File: config.mk
export PLATFORM = sky130hd
export DESIGN_NAME = writeback_arbiter_flat
export DESIGN_NICKNAME = d
export VERILOG_FILES = /design/src/rtl/writeback_arbiter_if.sv /design/src/rtl/writeback_arbiter.sv /design/src/flat_wrapper.sv
export SDC_FILE = /design/constraint.sdc
export NUM_CORES = 1
export LEC_CHECK = 0
export ABC_CLOCK_PERIOD_IN_PS = 8100
export CAP_MARGIN = 20
export CORE_MARGIN = 4
export CORE_UTILIZATION = 40
export DETAILED_ROUTE_END_ITERATION = 16
export GPL_TIMING_DRIVEN = 1
export PLACE_DENSITY = 0.66
export SYNTH_ARGS = -nofsm -noshare
export SYNTH_HDL_FRONTEND = slang
export SYNTH_SLANG_ARGS = --single-unit
File: constraint.sdc
create_clock -name clock -period 8.1 [get_ports clock]
set_clock_uncertainty 0.05 [all_clocks]
set_input_delay 1.62 -clock clock [delete_from_list [all_inputs] [get_ports clock]]
set_output_delay 1.62 -clock clock [all_outputs]
set_load 0.05 [all_outputs]
File: src/rtl/writeback_arbiter_if.sv
// Writeback-stage bus: memaccess and execute write requests, read ports and
// the writeback_out signals (VSR1, VSR2, psr, enable_writeback).
interface writeback_arbiter_if #(
    parameter int DATA_W = 16,
    parameter int AW     = 3
);
    logic              mem_valid;
    logic [AW-1:0]     mem_dr;
    logic [DATA_W-1:0] mem_data;
    logic              mem_ready;
    logic              exe_valid;
    logic [AW-1:0]     exe_dr;
    logic [DATA_W-1:0] exe_data;
    logic              exe_set_cc;
    logic              exe_ready;
    logic [AW-1:0]     sr1;
    logic [AW-1:0]     sr2;
    logic [DATA_W-1:0] VSR1;
    logic [DATA_W-1:0] VSR2;
    logic [2:0]        psr;
    logic              enable_writeback;

    modport master (
        output mem_valid, mem_dr, mem_data, exe_valid, exe_dr, exe_data, exe_set_cc, sr1, sr2,
        input  mem_ready, exe_ready, VSR1, VSR2, psr, enable_writeback
    );

    modport slave (
        input  mem_valid, mem_dr, mem_data, exe_valid, exe_dr, exe_data, exe_set_cc, sr1, sr2,
        output mem_ready, exe_ready, VSR1, VSR2, psr, enable_writeback
    );
endinterface

File: src/rtl/writeback_arbiter.sv
// Writeback stage: owns the GPR file and PSR, arbitrates the single RF write
// port between memaccess and execute with a starvation guard for execute.
module writeback_arbiter #(
    parameter int DATA_W       = 16,
    parameter int NREG         = 8,
    parameter int STARVE_LIMIT = 3
) (
    input logic               clock,
    input logic               reset,
    writeback_arbiter_if.slave bus
);
    localparam int AW    = $clog2(NREG);
    localparam int CNT_W = $clog2(STARVE_LIMIT + 1);

    typedef enum logic [0:0] {
        PRIO_MEM = 1'b0,
        PRIO_EXE = 1'b1
    } state_t;

    function automatic logic [2:0] cc_of(input logic [DATA_W-1:0] d);
        if (d[DATA_W-1]) begin
            return 3'b100;
        end else if (d == {DATA_W{1'b0}}) begin
            return 3'b010;
        end else begin
            return 3'b001;
        end
    endfunction

    state_t            state_r, state_nxt_s;
    logic [CNT_W-1:0]  cnt_r, cnt_nxt_s;
    logic [DATA_W-1:0] rf_r [NREG];
    logic [2:0]        psr_r;
    logic              ewb_r;
    logic              grant_mem_s, grant_exe_s;
    logic              wr_en_s, cc_upd_s;
    logic [AW-1:0]     wr_dr_s;
    logic [DATA_W-1:0] wr_data_s;
    logic [DATA_W-1:0] vsr1_s, vsr2_s;

    // Arbitration: grants, next priority state and starvation counter
    always_comb begin
        grant_mem_s = 1'b0;
        grant_exe_s = 1'b0;
        state_nxt_s = state_r;
        cnt_nxt_s   = cnt_r;
        if (reset) begin
            state_nxt_s = PRIO_MEM;
            cnt_nxt_s   = {CNT_W{1'b0}};
        end else begin
            case (state_r)
                PRIO_MEM: begin
                    if (bus.mem_valid) begin
                        grant_mem_s = 1'b1;
                        if (bus.exe_valid) begin
                            // Execute was denied: escalate once the limit is hit
                            if (cnt_r == CNT_W'(STARVE_LIMIT - 1)) begin
                                state_nxt_s = PRIO_EXE;
                                cnt_nxt_s   = {CNT_W{1'b0}};
                            end else begin
                                cnt_nxt_s = cnt_r + CNT_W'(1);
                            end
                        end else begin
                            cnt_nxt_s = cnt_r;
                        end
                    end else if (bus.exe_valid) begin
                        grant_exe_s = 1'b1;
                        cnt_nxt_s   = {CNT_W{1'b0}};
                    end else begin
                        cnt_nxt_s = cnt_r;
                    end
                end
                PRIO_EXE: begin
                    if (bus.exe_valid) begin
                        grant_exe_s = 1'b1;
                        state_nxt_s = PRIO_MEM;
                        cnt_nxt_s   = {CNT_W{1'b0}};
                    end else if (bus.mem_valid) begin
                        grant_mem_s = 1'b1;
                        state_nxt_s = PRIO_MEM;
                    end else begin
                        state_nxt_s = PRIO_EXE;
                    end
                end
                default: begin
                    state_nxt_s = PRIO_MEM;
                    cnt_nxt_s   = {CNT_W{1'b0}};
                end
            endcase
        end
    end

    // Write-port mux and combinational read ports with same-cycle bypass
    always_comb begin
        wr_en_s   = grant_mem_s | grant_exe_s;
        cc_upd_s  = grant_mem_s | (grant_exe_s & bus.exe_set_cc);
        wr_dr_s   = bus.exe_dr;
        wr_data_s = bus.exe_data;
        if (grant_mem_s) begin
            wr_dr_s   = bus.mem_dr;
            wr_data_s = bus.mem_data;
        end else begin
            wr_dr_s   = bus.exe_dr;
            wr_data_s = bus.exe_data;
        end
        vsr1_s = rf_r[bus.sr1];
        vsr2_s = rf_r[bus.sr2];
        if (wr_en_s && (wr_dr_s == bus.sr1)) begin
            vsr1_s = wr_data_s;
        end else begin
            vsr1_s = rf_r[bus.sr1];
        end
        if (wr_en_s && (wr_dr_s == bus.sr2)) begin
            vsr2_s = wr_data_s;
        end else begin
            vsr2_s = rf_r[bus.sr2];
        end
    end

    // State, register file, PSR and commit pulse
    always_ff @(posedge clock) begin
        if (reset) begin
            state_r <= PRIO_MEM;
            cnt_r   <= {CNT_W{1'b0}};
            psr_r   <= 3'b010;
            ewb_r   <= 1'b0;
            for (int i = 0; i < NREG; i++) begin
                rf_r[i] <= {DATA_W{1'b0}};
            end
        end else begin
            state_r <= state_nxt_s;
            cnt_r   <= cnt_nxt_s;
            ewb_r   <= wr_en_s;
            if (wr_en_s) begin
                rf_r[wr_dr_s] <= wr_data_s;
            end
            if (cc_upd_s) begin
                psr_r <= cc_of(wr_data_s);
            end
        end
    end

    assign bus.mem_ready        = grant_mem_s;
    assign bus.exe_ready        = grant_exe_s;
    assign bus.VSR1             = vsr1_s;
    assign bus.VSR2             = vsr2_s;
    assign bus.psr              = psr_r;
    assign bus.enable_writeback = ewb_r;
endmodule

File: src/flat_wrapper.sv
// flat-port wrapper written by rule: the top's interface ports become plain ports
module writeback_arbiter_flat 
#(
    parameter int DATA_W       = 16,
    parameter int NREG         = 8,
    parameter int STARVE_LIMIT = 3
)
  (clock, reset, bus_mem_valid, bus_mem_dr, bus_mem_data, bus_exe_valid, bus_exe_dr, bus_exe_data, bus_exe_set_cc, bus_sr1, bus_sr2, bus_mem_ready, bus_exe_ready, bus_VSR1, bus_VSR2, bus_psr, bus_enable_writeback);
  writeback_arbiter_if #(.DATA_W(DATA_W), .AW(3)) bus_i ();
  input logic clock;
  input logic reset;
  input wire logic [$bits(bus_i.mem_valid)-1:0] bus_mem_valid;
  input wire logic [$bits(bus_i.mem_dr)-1:0] bus_mem_dr;
  input wire logic [$bits(bus_i.mem_data)-1:0] bus_mem_data;
  input wire logic [$bits(bus_i.exe_valid)-1:0] bus_exe_valid;
  input wire logic [$bits(bus_i.exe_dr)-1:0] bus_exe_dr;
  input wire logic [$bits(bus_i.exe_data)-1:0] bus_exe_data;
  input wire logic [$bits(bus_i.exe_set_cc)-1:0] bus_exe_set_cc;
  input wire logic [$bits(bus_i.sr1)-1:0] bus_sr1;
  input wire logic [$bits(bus_i.sr2)-1:0] bus_sr2;
  output wire logic [$bits(bus_i.mem_ready)-1:0] bus_mem_ready;
  output wire logic [$bits(bus_i.exe_ready)-1:0] bus_exe_ready;
  output wire logic [$bits(bus_i.VSR1)-1:0] bus_VSR1;
  output wire logic [$bits(bus_i.VSR2)-1:0] bus_VSR2;
  output wire logic [$bits(bus_i.psr)-1:0] bus_psr;
  output wire logic [$bits(bus_i.enable_writeback)-1:0] bus_enable_writeback;
  assign bus_i.mem_valid = bus_mem_valid;
  assign bus_i.mem_dr = bus_mem_dr;
  assign bus_i.mem_data = bus_mem_data;
  assign bus_i.exe_valid = bus_exe_valid;
  assign bus_i.exe_dr = bus_exe_dr;
  assign bus_i.exe_data = bus_exe_data;
  assign bus_i.exe_set_cc = bus_exe_set_cc;
  assign bus_i.sr1 = bus_sr1;
  assign bus_i.sr2 = bus_sr2;
  assign bus_mem_ready = bus_i.mem_ready;
  assign bus_exe_ready = bus_i.exe_ready;
  assign bus_VSR1 = bus_i.VSR1;
  assign bus_VSR2 = bus_i.VSR2;
  assign bus_psr = bus_i.psr;
  assign bus_enable_writeback = bus_i.enable_writeback;
  writeback_arbiter #(.DATA_W(DATA_W), .NREG(NREG), .STARVE_LIMIT(STARVE_LIMIT)) u_core (.clock(clock), .reset(reset), .bus(bus_i));
endmodule
==> summary.txt <==
Run status
  – Status: complete, no violations

Floorplanning
  – Die Y-Extent: 147 um
  – Row cnt: 50
  – Initial Util: 41.2%
  – Die ar.: 21800 um2
  – Die X: 147 um
  – CORE AREA: 18900 um2
  – Io pins: 87

Place
  – Hpwl dp: 14800 um
  – Placed cell areas: 8840 um2
  – GP Congestion: 0.836
  – Placed cells: 889
  – Number of I/O port buffers: 86

Worst setup path
  – CP max stage delay: 0.88 ns
  – CP Class: in2out
  – Flop2flop setup slack: 4.48 ns
  – Crit-path cells: clkdlybuf4s50_1 > a21bo_2 > nor2_4 > buf_4 > mux2i_1 > mux2i_1 > clkdlybuf4s50_1
  – Critical R2R Launch: u_core.state_r
  – CP top delay family: buffers and inverters
  – CP max-delay cell: mux2i_1
  – Worst EP arrival: 5.05 ns
  – Worst EP required: 6.43 ns
  – Buf+Inv Stages, Crit Path: 3
  – Critical Path Fanout Max: 22
  – Reg2Reg Depth: 6
  – Crit end category: primary output
  – RR Endpoint: u_core.rf_r[6][1]
  – CP Launch Type: primary input

Layout
  – Post-Layout Cell Count: 924
  – Final net count: 700
  – Commonest non-fill, non-tap cell in the layout: nor2_1
  – Most frequent cells in the layout: nor2_1, edfxtp_1, clkdlybuf4s50_1, mux4_2, mux2i_1
  – Final Cell Area: 9520 um2
  – Final Core Density: 50.4%
  – Ant diodes: 0
  – Layout cells sized above 1: 22.4%
  – Synth-to-layout area growth: 22.4%

Synth
  – Yosys top cell area share: 49.4%
  – Synth Cell Area: 7780 um2
  – Synth area leaders: edfxtp_1, mux4_2, nor2_1
  – Synth Area per Inst: 13.6 um2
  – Cells after synthesis: 571
  – Synthesized Nets: 620
  – Top_reg_cell synth: edfxtp_1
  – Syn. warnings: 0
  – Number of enable flip-flop cells after synthesis: 128
  – Sequential share of the synthesized area: 51.2%
  – Distinct cells, synth: 48
  – Register bit total from synthesis: 135
  – Ys async rst share: 0%
  – Cell taking the most area after synthesis: edfxtp_1

Timing
  – Final setup vio count: 0
  – Peak Freq: 0.149 GHz
  – Fin. Hold Viols: 0
  – Unrepaired setup endpoints after global routing: no
  – Slew headroom: 27.3%
  – Fin crit share: 82.9%
  – Max-slew violations: 0
  – Setup TNS: 0 ns
  – Final min period: 6.72 ns
  – Worst slew pin tran: 1.09 ns

Global routing
  – Vias in the first global route: 5780
  – Initial antenna violation count: 0
  – Pin count of the biggest net entering global routing: 35
  – Overall routing resource usage: 21.5%
  – Gr ovfl total: 0
  – Global-route wire length before repair: 34800 um

Clock tree
  – Reg clk slew, reported paths: 0.06 ns
  – Clk Latency, worst-skew pair: 0.41 ns
  – Num CTS Buffers: 17
  – CTS tree: yes
  – Post_cts resized: 0
  – Hold_buf cts: 0
  – Clk buf depth: 2
  – Root buffer cell: clkbuf_16
  – CTS sink cnt: 135
  – Setup bufs post-CTS: 0
  – CTS H-tree lvls: 4

Routing
  – First drt pass iteration count: 5
  – Post-Route WL: 23100 um
  – Drt first-iter violations: 518
  – DR WL/cell: 25.0 um
  – Remaining antenna violation count after routing: 0
  – Post-route DRC: 0
  – Post-DR vias/cell: 5.99
  – Vias after detailed routing: 5532

Power and ir drop
  – P_leak: 3.38 nW
  – Switching pwr: 0.000596 W
  – Switching part of the total: 27.6%
  – Internal power: 0.00156 W
  – Seq pwr share: 38.9%
  – Power share of the clock group: 40.3%
  – PwrDens: 227 nW/um2
  – Combinational share of power: 20.9%
  – VDD IR max: 0.153 mV

Worst hold path
  – Min-delay worst type: reg2reg
  – Hold depth: 2
  – Hold_sp: u_core.bus.psr[0]
  – Worst Hold Path EP: u_core.bus.psr[0]

Flow run
  – Max-cap check violation count: 0
## state kept, by name, indices dropped and copies added, names as in the netlist
name                         flops
u_core.bus.enable_writeback      1
u_core.bus.psr                   3
u_core.state_r                   1
u_core.rf_r                    128
u_core.cnt_r                     2
## metrics by stage
stage                     total power [W]  hold WS [ns]  setup WS (ns)
after global placement            0.00129         0.420           1.33
after floorplan                   0.00114         0.444           2.46
final                             0.00216         0.433           1.38
after CTS                         0.00216         0.443           1.32
after detailed placement          0.00130         0.435           1.35
after global routing              0.00222         0.473           1.22
## worst max-delay path by stage
| stage | to | slack, ns | cells after the start | from |
|---|---|---|---|---|
| after CTS | bus_VSR1[7] | 1.32 | 7 | bus_exe_valid |
| after detailed placement | bus_VSR1[7] | 1.35 | 7 | bus_exe_valid |
| after global placement | bus_VSR1[5] | 1.33 | 7 | bus_exe_valid |
| after floorplan | bus_VSR2[14] | 2.46 | 7 | bus_exe_valid |
| final | bus_VSR1[14] | 1.38 | 7 | bus_exe_valid |
| after global routing | bus_VSR1[14] | 1.22 | 7 | bus_exe_valid |
## power groups by stage
stage          logic [W]  clock network [W]  registers (W)
6_report        0.000450           0.000869       0.000839
5_1_grt         0.000472           0.000905       0.000844
4_1_cts         0.000449           0.000871       0.000838
3_5_place_dp    0.000448                  0       0.000852
3_3_place_gp    0.000443                  0       0.000845
2_1_floorplan   0.000294                  0       0.000847
## synthesized netlist by cell type (2+ instances only)
cell type and count:
nor2_1 138, edfxtp_1 128, mux4_2 64, mux2i_1 45
a21oi_1 23, buf_2 20, nand2_1 19, a211oi_1 17
a221oi_2 15, clkbuf_1 14, nor4_1 9, dfxtp_1 7
buf_6 5, mux2i_2 5, nor3_1 5, inv_1 4
nand2_2 4, buf_1 3, buf_4 3, nand4_1 3
xnor2_1 3, xor2_1 3, a2111oi_4 2, a21boi_1 2
nand2b_1 2, nor2b_1 2, o21ai_0 2, o21ai_1 2
o31ai_1 2, or4_1 2
## kinds of logic (layout without fill, tap and decap cells)
kind of cell | after synthesis | in the layout | share of synthesized area [%]
xor gates and xnor gates | 6 | 6 | 0.675
buffers and inverters | 50 | 143 | 3.36
DFF | 135 | 135 | 51.2
muxes | 114 | 114 | 25.2
AOI/OAI and AO/OA | 76 | 76 | 9.29
and+or+nand+nor | 190 | 190 | 10.3
## layer usage
| metal | GRT usage, % | share of wire, % | wire length (um) |
|---|---|---|---|
| met3 | 4.08 | 7.8 | 1810 |
| met2 | 37.6 | 52 | 12000 |
| met1 | 26.2 | 37 | 8560 |
| met5 | 0 | 0 | 0 |
| met4 | 8.95 | 3.1 | 707 |
## cell type report
type                       count  area [um2]
fill                        1648        9370
sequential                   135        3980
multi-input combinational    386        3540
timing repair buffer         106        1000
clock buffer                  17         425
tap                          260         325
clock inverter                15         231
inverter                       5        18.8
## worst register-to-register path, cell delays in order, from the launching register on
cell and delay [ns]:
dfxtp_1 0.37, a21bo_2 0.29, nor2_4 0.10, buf_4 0.35, mux2i_1 0.32, nand2_1 0.67
nand2_1 1.08
Power figures use the tool's default switching activity.
